[config.mk]
export PLATFORM = sky130hd
export DESIGN_NAME = seq_divider
export DESIGN_NICKNAME = d
export VERILOG_FILES = /design/src/rtl/seq_divider.sv
export SDC_FILE = /design/constraint.sdc
export NUM_CORES = 1
export LEC_CHECK = 0
export BUFFER_PORTS_ARGS = -buffer_cell sky130_fd_sc_hd__buf_2
export CORE_MARGIN = 2
export CORE_UTILIZATION = 29
export DETAILED_ROUTE_END_ITERATION = 6
export GPL_TIMING_DRIVEN = 0
export PLACE_DENSITY = 0.54
export SYNTH_ARGS = -nofsm -noshare
export SYNTH_HDL_FRONTEND = slang
export SYNTH_SLANG_ARGS = --single-unit
[constraint.sdc]
create_clock -name clk -period 2.9 [get_ports clk]
set_input_delay 0.435 -clock clk [delete_from_list [all_inputs] [get_ports clk]]
set_output_delay 0.435 -clock clk [all_outputs]
set_load 0.05 [all_outputs]
[src/rtl/seq_divider.sv]
// -----------------------------------------------------------------------------
// seq_divider
//
// Sequential signed divider (companion to the Booth multiplier). Accepts a
// WIDTH-bit signed dividend/divisor on a one-cycle start pulse and returns a
// truncating quotient and a remainder that carries the dividend's sign.
// Restoring division runs on the operand magnitudes, one quotient bit per
// cycle, followed by a single sign-fix cycle. Latency is WIDTH+1 cycles.
//
// Ports
//   clk    in   rising-edge clock
//   rst    in   asynchronous, active-high reset
//   start  in   request, sampled only while idle
//   X      in   signed dividend, sampled at the accepting edge
//   Y      in   signed divisor, sampled at the accepting edge
//   busy   out  high from the accepting edge until the valid edge
//   valid  out  one-cycle completion pulse
//   Q      out  signed quotient, held until the next completion
//   R      out  signed remainder, held until the next completion
//   dz     out  divide-by-zero flag for the current result
//   ovf    out  overflow flag (most-negative / -1) for the current result
// -----------------------------------------------------------------------------
module seq_divider #(
  parameter int WIDTH = 8
) (
  input  logic                    clk,
  input  logic                    rst,
  input  logic                    start,
  input  logic signed [WIDTH-1:0] X,
  input  logic signed [WIDTH-1:0] Y,
  output logic                    busy,
  output logic                    valid,
  output logic signed [WIDTH-1:0] Q,
  output logic signed [WIDTH-1:0] R,
  output logic                    dz,
  output logic                    ovf
);

  localparam int                  CNT_W     = $clog2(WIDTH + 1);
  localparam logic [CNT_W-1:0]    LAST_STEP = CNT_W'(WIDTH - 1);
  localparam logic [WIDTH-1:0]    MOST_NEG  = {1'b1, {(WIDTH-1){1'b0}}};

  typedef enum logic [1:0] {
    IDLE,
    CALC,
    FIX
  } state_t;

  // Control state (reset)
  state_t           state_q;
  logic [CNT_W-1:0] cnt_q;
  logic             sx_q;
  logic             sy_q;
  logic             dz_op_q;

  // Datapath state (no reset; always loaded at the accepting edge)
  logic [WIDTH-1:0] quo_q;    // holds |X| initially, shifts out dividend bits and in quotient bits
  logic [WIDTH-1:0] absy_q;
  logic [WIDTH-1:0] rem_q;
  logic [WIDTH-1:0] xorig_q;

  // Step datapath
  logic [WIDTH:0]   rem_sh;
  logic [WIDTH-1:0] rem_sub;
  logic             ge;

  // Magnitude of a two's complement value. The most-negative value maps to
  // 2^(WIDTH-1), which is representable as an unsigned WIDTH-bit number.
  function automatic logic [WIDTH-1:0] mag(input logic [WIDTH-1:0] v);
    return v[WIDTH-1] ? (~v + 1'b1) : v;
  endfunction

  // Conditional two's complement negation, truncated to WIDTH bits.
  function automatic logic [WIDTH-1:0] apply_sign(input logic neg,
                                                  input logic [WIDTH-1:0] v);
    return neg ? (~v + 1'b1) : v;
  endfunction

  // The shifted partial remainder needs WIDTH+1 bits for the compare. The
  // difference always lands below |Y|, so its low WIDTH bits are exact.
  always_comb begin
    rem_sh  = {rem_q, quo_q[WIDTH-1]};
    ge      = (rem_sh >= {1'b0, absy_q});
    rem_sub = rem_sh[WIDTH-1:0] - absy_q;
  end

  // ---- Datapath registers ----
  always_ff @(posedge clk) begin
    case (state_q)
      IDLE: begin
        if (start) begin
          quo_q   <= mag(X);
          absy_q  <= mag(Y);
          rem_q   <= '0;
          xorig_q <= X;
        end
      end
      CALC: begin
        quo_q <= {quo_q[WIDTH-2:0], ge};
        rem_q <= ge ? rem_sub : rem_sh[WIDTH-1:0];
      end
      default: ;
    endcase
  end

  // ---- Control FSM and registered outputs ----
  always_ff @(posedge clk or posedge rst) begin
    if (rst) begin
      state_q <= IDLE;
      cnt_q   <= '0;
      sx_q    <= 1'b0;
      sy_q    <= 1'b0;
      dz_op_q <= 1'b0;
      busy    <= 1'b0;
      valid   <= 1'b0;
      Q       <= '0;
      R       <= '0;
      dz      <= 1'b0;
      ovf     <= 1'b0;
    end else begin
      valid <= 1'b0;
      case (state_q)
        IDLE: begin
          if (start) begin
            sx_q    <= X[WIDTH-1];
            sy_q    <= Y[WIDTH-1];
            dz_op_q <= (Y == '0);
            cnt_q   <= '0;
            busy    <= 1'b1;
            state_q <= CALC;
          end
        end
        CALC: begin
          cnt_q <= cnt_q + 1'b1;
          if (cnt_q == LAST_STEP) begin
            state_q <= FIX;
          end
        end
        FIX: begin
          if (dz_op_q) begin
            // Division by zero: all-ones quotient, dividend passed through.
            Q   <= '1;
            R   <= xorig_q;
            dz  <= 1'b1;
            ovf <= 1'b0;
          end else begin
            // MOST_NEG / -1 wraps naturally to MOST_NEG; only flag it.
            Q   <= apply_sign(sx_q ^ sy_q, quo_q);
            R   <= apply_sign(sx_q, rem_q);
            dz  <= 1'b0;
            ovf <= (xorig_q == MOST_NEG) && sy_q && (absy_q == WIDTH'(1));
          end
          valid   <= 1'b1;
          busy    <= 1'b0;
          state_q <= IDLE;
        end
        default: begin
          state_q <= IDLE;
          busy    <= 1'b0;
        end
      endcase
    end
  end

endmodule

==> results of run 1 <==
==> kinds of logic (layout without fill, tap and decap cells) <==
family	Yosys count	after routing
AOI/OAI and AO/OA	86	86
buffers and inverters	33	86
and+or+nand+nor	123	123
muxes	7	7
xor gates and xnor gates	24	24
DFF	61	61
adders and majority gates	14	14
==> critical path, delay by kind of cell (launching register included) <==
kind | cells | cell delay [ps]
and+or+nand+nor | 1 | 170
adders and majority gates | 1 | 340
DFF | 1 | 500
AOI/OAI and AO/OA | 4 | 1220
==> cell usage after synthesis (2+ instances only) <==
library cell / count
o211ai_1: 2
nor2_1: 26
nand2_1: 48
ha_1: 13
xnor2_1: 13
a211oi_1: 4
or3_1: 2
mux2i_1: 6
o21a_1: 2
nor2b_1: 8
o21ai_0: 36
nor4_1: 2
o41ai_1: 2
clkbuf_1: 9
edfxtp_1: 32
nor3_1: 10
o31ai_1: 7
buf_1: 2
nand2b_1: 3
and2_1: 2
xor2_1: 11
dfrtp_1: 29
and3_1: 3
nand3b_1: 2
inv_1: 21
nor4b_1: 2
nand3_1: 8
a31oi_1: 2
a21oi_1: 19
==> layout make-up <==
cell class                 count  area [um2]
clock inverter                 3       20.02
multi-input combinational    254        1584
clock buffer                  13       260.3
tap                          143       178.9
buffer                        12       46.29
fill                        1217        7378
sequential                    61        1687
inverter                      21       78.83
timing repair buffer          37       185.2
==> per-layer routing <==
| metal | routed length, um | global-route usage [%] | vias up | part of all wire [%] |
|---|---|---|---|---|
| met5 | 0 | 0 | - | 0 |
| met2 | 3501 | 19.12 | 53 | 45 |
| met1 | 3944 | 18.90 | 1256 | 50 |
| met3 | 297 | 3.078 | 9 | 3.8 |
| met4 | 107 | 4.146 | 0 | 1.4 |
| li1 | - | - | 1339 | - |
==> worst max path at each step <==
stage | from | end | cells after the start
after global placement | rem_q[0] | rem_q[4] | 6
after global routing | state_q[1] | rem_q[6] | 4
after CTS | rem_q[0] | rem_q[4] | 6
after floorplan | rem_q[0] | rem_q[3] | 6
final | rem_q[0] | rem_q[4] | 6
after detailed placement | rem_q[0] | rem_q[4] | 6
==> power by group <==
group          leakage [nW]  switching, mW  internal (mW)
combinational         0.922           1.49          0.804
clock                 0.132          0.369          0.623
sequential            0.665          0.283           1.35
==> registers in the layout (all words and copies together) (netlist names) <==
register / cells
sy_q: 1
rem_q: 8
quo_q: 8
valid: 1
ovf: 1
busy: 1
state_q: 2
absy_q: 8
sx_q: 1
dz_op_q: 1
dz: 1
xorig_q: 8
Q: 8
R: 8
cnt_q: 4
==> impl_metrics.ini, run 1 <==
[sta]
finalSetupViolCount = 0
worst_slack_ps = 393.7
finalHoldViolations = 0
rsz0062_at_grt = no
tightest_slew_ps = 1115
clock.fmax_mhz = 399.0
tns_ps = 0
finalCriticalPeriod_ps = 2506
holdWs_ps = 327.8
relSlewSlack_pct = 25.57
skew_ps = 9.526
period_share_pct = 86.43
maxSlewViolCount = 0

[clock_network]
clockBufferDepth = 2
cts_root_buf = clkbuf_16
cts_made_buffers = 9
clk_latency_ps = 330
htreeDepth = 3
cts_hold_buf = 0
cts_sinks = 61
cts.repair.resized = 0
post_cts_buffers = 0
cts_tree = built
cts.reportedPaths.clkPinSlew_ps = 50

[layout]
diodes = 0
final_common_cell = nand2_1
layout-drive-gt1-share_pct = 14.71
syn2layout_area_growth_pct = 19.15
instances_no_fill = 544
fin_area_mm2 = 0.004040
final_cell_mix = nand2_1, buf_2, o21ai_0, edfxtp_1, dfrtp_1
final_util_pct = 35.38
nets = 429

[critical_path]
startpoint_type = flop
r2r_start = rem_q[0]
timing.rr.end = rem_q[4]
crit_required_ps = 2950
worst-path-max-fanout = 10
critical_path_class = flop to flop
path_cells = ha_1 > nor2b_1 > o31ai_2 > a31oi_1 > o21ai_0 > a21oi_1
rr_worst_depth = 6
end_kind = flop
slowest_stage = edfxtp_1
rrSetupSlack_ps = 390
arrival_ps = 2560
slowest_delay_ps = 500

[floorplanning]
ios = 39
die_width_um = 112.1
die_area_mm2 = 0.01257
die_h_um = 112.1
start_util_pct = 29.70
core_mm2 = 0.01142
num_rows = 39

[grt]
gr-total-overflow = 0
grt_antenna_before_repair = 0
grt.total_usage_pct = 12.99
grt_pass1_vias = 2532
grt_pass1_wl_mm = 12.93
grt_start_max_net_pins = 30

[power]
power_leakage_nw = 1.719
vdd_drop_max_mv = 0.5632
p_per_area_mw_per_mm2 = 1217
fin_total_pwr_mw = 4.917

[synth]
synth_top_family_by_area = simple AND/OR/NAND/NOR gates
seq_area_frac_synth_pct = 49.74
synth_fa_ha_area_share_pct = 5.387
synth_compound_area_share_pct = 15.50
synth_top_area_share_pct = 28.34
synth.area.top_cells = edfxtp_1, dfrtp_1, o21ai_0, nand2_1, ha_1
ys_types = 51
syn_area_per_cell_um2 = 9.744
synth_mux_area_share_pct = 2.214
ys_ff_latch = 61
synthesis.area_mm2 = 0.003391
synth_edf_count = 32
synth_largest_area_cell = edfxtp_1
yosysWarnings = 0
synthArstFlopShare_pct = 47.54
synthCells = 348
syn-num-nets = 381
synthSimpleGateAreaFrac_pct = 17.27
yosys.area_share.xor_xnor_pct = 6.199
synth_ff_type = edfxtp_1

[routing]
drc_errors = 0
wl_per_cell_um = 14.43
antenna_left = 0
wirelength_mm = 7.851
drtIter0Drc = 142
vias_per_cell = 4.884
firstDrtPassIters = 4
vias = 2657

[placement]
port_buffers = 37
hpwl_mm = 6.031
dp_cells = 528
place_ws_ps = 215.4
placed_area_mm2 = 0.003755
gp_congestion = 0.8071

[min_path]
worst_hold_path_type = input pin to flop
hold_end = xorig_q[7]
hold_path.startpoint = X[7]
hold_depth = 1

[run_status]
status = finished clean

[job]
drv_cap = 0
(Power assumes the default switching activity.)
==> run 2, diff against run 1 <==
Settings changed: CELL_PAD_IN_SITES_DETAIL_PLACEMENT from default to 2, CELL_PAD_IN_SITES_GLOBAL_PLACEMENT from default to 2, CTS_BUF_LIST from default to sky130_fd_sc_hd__clkbuf_16, PLACE_DENSITY 0.54 to 0.74.
==> run 2 against run 1 <==
Compared with the run above: global-route usage increased by 3.3 points; register-to-register slack got worse by 50 ps; sequential power about the same; critical endpoint is now rem_q[1].
==> impl_metrics.ini, run 2 (synthesis gave the netlist of run 1 again) <==
[run_status]
status = finished clean

[routing]
drtIter0Drc = 99
vias = 2735
drc_errors = 0
wirelength_mm = 9.632
vias_per_cell = 5.028
firstDrtPassIters = 4
antenna_left = 0
wl_per_cell_um = 17.71

[layout]
fillers = 1281
nets = 429
layout-drive-gt1-share_pct = 13.97
final_common_cell = nand2_1
final_util_pct = 35.42
syn2layout_area_growth_pct = 19.26
final_cell_mix = nand2_1, buf_2, o21ai_0, edfxtp_1, dfrtp_1
fin_area_mm2 = 0.004044
diodes = 0

[min_path]
hold_end = xorig_q[7]
hold_depth = 1
hold_path.startpoint = X[7]
worst_hold_path_type = input pin to flop

[sta]
relSlewSlack_pct = 20.84
period_share_pct = 88.28
skew_ps = 6.312
finalSetupViolCount = 0
finalHoldViolations = 0
rsz0062_at_grt = no
clock.fmax_mhz = 390.6
worst_slack_ps = 339.8
maxSlewViolCount = 0
finalCriticalPeriod_ps = 2560
tightest_slew_ps = 1186

[grt]
grt_pass1_wl_mm = 15.93
grt_pass1_vias = 2962
gr-total-overflow = 0
grt_antenna_before_repair = 0
grt.total_usage_pct = 16.27
grt_start_max_net_pins = 30

[critical_path]
r2r_start = rem_q[5]
rr_worst_depth = 5
rrSetupSlack_ps = 340
crit_required_ps = 3060
timing.rr.end = rem_q[1]
startpoint_type = flop
arrival_ps = 2720
worst-path-max-fanout = 7
end_kind = flop
critical_path_class = flop to flop

[power]
vdd_drop_max_mv = 0.5103
pwr-share-seq_pct = 32.4
combPwrFrac_pct = 47.9
swShare_pct = 44.63
power_leakage_nw = 1.741
p_per_area_mw_per_mm2 = 1252
pwr-share-clk_pct = 19.7
power_switching_mw = 2.260
internal_power_mw = 2.804

[floorplanning]
start_util_pct = 29.70
die_h_um = 112.1
ios = 39
die_width_um = 112.1
die_area_mm2 = 0.01257
num_rows = 39
core_mm2 = 0.01142

[clock_network]
cts_made_buffers = 9
cts.reportedPaths.clkPinSlew_ps = 50
htreeDepth = 3
clk_latency_ps = 330
cts_tree = built
post_cts_buffers = 0
cts_root_buf = clkbuf_16
clockBufferDepth = 2
cts_sinks = 61

[placement]
placed_area_mm2 = 0.003755
port_buffers = 37
gp_congestion = 0.7871
place_ws_ps = -18.84
hpwl_mm = 7.423

[job]
drv_cap = 0
run 2: how the worst max path moves through the flow:
stage               cells past startpoint  slack (ps)  endpoint     start
CTS                                     6          30  rem_q[6]  rem_q[0]
finish                                  5         340  rem_q[1]  rem_q[5]
floorplan                               6         760  rem_q[3]  rem_q[0]
global placement                        6         150  rem_q[6]  rem_q[0]
detailed placement                      6         -20  rem_q[6]  rem_q[0]
global route                            5          60  rem_q[1]  rem_q[5]
run 2: layout make-up:
type | count | area (um2) | area share (%)
Tap cell | 143 | 178.9 | 4.425
Multi-Input combinational cell | 254 | 1590 | 39.33
Inverter | 21 | 78.83 | 1.949
Buffer | 12 | 46.29 | 1.145
Timing Repair Buffer | 37 | 185.2 | 4.579
Sequential cell | 61 | 1687 | 41.71
Clock buffer | 9 | 225.2 | 5.569
Clock inverter | 7 | 52.55 | 1.300
run 2: worst max-delay path, stage by stage (launching register included):
cell and delay, ps:
edfxtp_1 490, ha_1 410, a21o_1 280, a211oi_1 750, nand2_1 180, a211oi_1 280
run 2: stage by stage:
stage          power, mW  TNS [ps]  std cells  hold slack (ps)
6_report           5.064         0        544            303.3
5_1_grt            5.469         0        544            299.3
4_1_cts            5.120         0        544            294.9
3_5_place_dp       4.085    -18.84        528            469.7
3_3_place_gp       3.944         0        528            447.6
2_1_floorplan      3.361         0        348            447.7
run 2: routing by layer:
layer  up-vias  routed length, um  track usage [%]
li1       1334                  -                -
met1      1342               4516            21.03
met2        46               4625            26.87
met3        13                350            4.050
met4         0                140            5.285
met5         -                  0                0
run 2: repair_timing:
action / in CTS / in global routing
cloned: 0 / 0
gates resized for setup: 1 / 1
setup endpoints to repair: 5 / 9
pin swaps: 0 / 0
hold buffers: 0 / 0
run 2: power by group through the flow:
stage / registers [mW] / clock network, mW / logic (mW)
after floorplan: 1.98 / 0 / 1.38
after global placement: 1.64 / 0 / 2.31
after detailed placement: 1.66 / 0 / 2.43
after CTS: 1.65 / 1.02 / 2.45
after global routing: 1.70 / 1.06 / 2.71
final: 1.64 / 0.999 / 2.42
==> run 3, diff against run 2 <==
Settings changed: BUFFER_PORTS_ARGS -buffer_cell sky130_fd_sc_hd__buf_2 to -buffer_cell sky130_fd_sc_hd__clkbuf_2.
==> run 3 against run 2 <==
Compared with the run above: sequential power is essentially flat; critical path depth is the same; sequential cell count did not move; non-clock buffer count stayed put; register-to-register slack worse by 90 ps; power increased by 4.6%; cell count unchanged; highest routed layer unchanged; sequential share of layout area is 0.51 points lower.
==> impl_metrics.ini, run 3 (synthesis gave the netlist of run 1 again) <==
[run_status]
status = finished clean

[clock_network]
htreeDepth = 3
cts_made_buffers = 9
cts_hold_buf = 0
cts_root_buf = clkbuf_16
cts.reportedPaths.clkPinSlew_ps = 50
post_cts_buffers = 0
cts_tree = built
cts_sinks = 61
clk_latency_ps = 330
clockBufferDepth = 2

[floorplanning]
num_rows = 39
die_h_um = 112.1
die_area_mm2 = 0.01257
core_mm2 = 0.01142
start_util_pct = 29.70
ios = 39
die_width_um = 112.1

[critical_path]
rr_worst_depth = 5
arrival_ps = 2800
worst-path-max-fanout = 7
worstSetupStartpoint = rem_q[5]
end_kind = flop
startpoint_type = flop
critical_path_class = flop to flop
r2r_start = rem_q[5]
crit_required_ps = 3050

[routing]
wirelength_mm = 10.36
vias_per_cell = 5.193
drt-met1-wl_mm = 4.691
vias = 2825
top_layer = met4
wl_met2_mm = 5.269
drc_errors = 0
drtIter0Drc = 150
antenna_left = 0
wl_met3_um = 285
wl_per_cell_um = 19.05
firstDrtPassIters = 4

[layout]
diodes = 0
final_cell_mix = nand2_1, clkbuf_2, o21ai_0, edfxtp_1, dfrtp_1
final_common_cell = nand2_1
regArea_mm2 = 0.001687
fin_area_mm2 = 0.004094
syn2layout_area_growth_pct = 20.74
nets = 429
layout-drive-gt1-share_pct = 15.21
fillers = 1272
multi_input_area_mm2 = 0.001590

[grt]
gr-total-overflow = 0
grt_pass1_vias = 3141
grt_antenna_before_repair = 0
grt_start_max_net_pins = 30
grt.total_usage_pct = 17.37
grt_pass1_wl_mm = 17.08

[sta]
finalSetupViolCount = 0
finalHoldViolations = 0
clock.fmax_mhz = 377.7
relSlewSlack_pct = 20.74
skew_ps = 7.696
finalCriticalPeriod_ps = 2648
rsz0062_at_grt = no
tightest_slew_ps = 1188
maxSlewViolCount = 0
worst_slack_ps = 252.2
holdWs_ps = 319.7
period_share_pct = 91.31

[power]
power_leakage_nw = 1.757
vdd_drop_max_mv = 0.6694
p_per_area_mw_per_mm2 = 1294

[min_path]
hold_depth = 1
hold_path.startpoint = X[7]
worst_hold_path_type = input pin to flop

[placement]
gp_congestion = 0.7820
placed_area_mm2 = 0.003755
place_ws_ps = -22.69
port_buffers = 37
hpwl_mm = 7.668

[job]
drv_cap = 0
==> run 3: cell types whose count changed in the layout (fill, tap and decap cells not counted) <==
cell | previous run | this run
buf_2 | 38 | 1
clkbuf_2 | 0 | 37
inv_2 | 0 | 1
inv_1 | 26 | 21
clkinv_4 | 0 | 1
clkbuf_16 | 9 | 11
inv_4 | 0 | 1
==> run 3: timing repair <==
action,4_1_cts,5_1_grt
gates resized for setup,1,1
endpoints found under the setup margin,5,9
pin swaps,0,0
hold endpoints to repair,0,0
gates cloned,0,0
==> run 3: worst paths after layout <==
| path | to | slack (ps) |
|---|---|---|
| setup / recovery | rem_q[1] | 250 |
| hold / removal | xorig_q[7] | 320 |
| max in group asynchronous | R[5] | 1790 |
| hold reg to reg | Q[7] | 480 |
| setup reg to reg | rem_q[1] | 250 |
| min in group asynchronous | busy | 390 |
==> run 3: layer usage <==
layer	up-vias	GRT usage, %
li1	1340	-
met1	1423	21.78
met2	49	30.84
met3	13	3.186
met4	0	4.553
met5	-	0
==> run 3: cell type report <==
cell class | instances | share of cell area (%)
Timing Repair Buffer | 37 | 4.523
Buffer | 12 | 1.131
Multi-Input combinational cell | 254 | 38.84
Sequential cell | 61 | 41.20
Inverter | 21 | 1.925
Clock buffer | 11 | 6.724
Clock inverter | 5 | 1.284
Tap cell | 143 | 4.370
==> run 3: per-stage QoR <==
step           utilization (%)  setup TNS (ps)  total power, mW  cells
3_3_place_gp             32.88               0            3.945    528
2_1_floorplan                -               0            3.361    348
4_1_cts                  35.81               0            5.353    544
5_1_grt                  35.85               0            5.700    544
6_report                 35.85               0            5.299    544
3_5_place_dp             32.88          -38.73            4.103    528
==> run 3: power breakdown <==
group,internal [mW],total [mW],leakage [nW],switching [mW]
logic,0.807,2.48,0.928,1.67
clock network,0.766,1.16,0.164,0.399
registers,1.35,1.66,0.665,0.309
total,2.92,5.30,1.76,2.38
==> run 3: critical path: stages, from the launching register on <==
cell and delay, ps:
edfxtp_1 490, ha_1 410, a21o_1 270, a211oi_1 810, nand2_1 180, a211oi_1 300
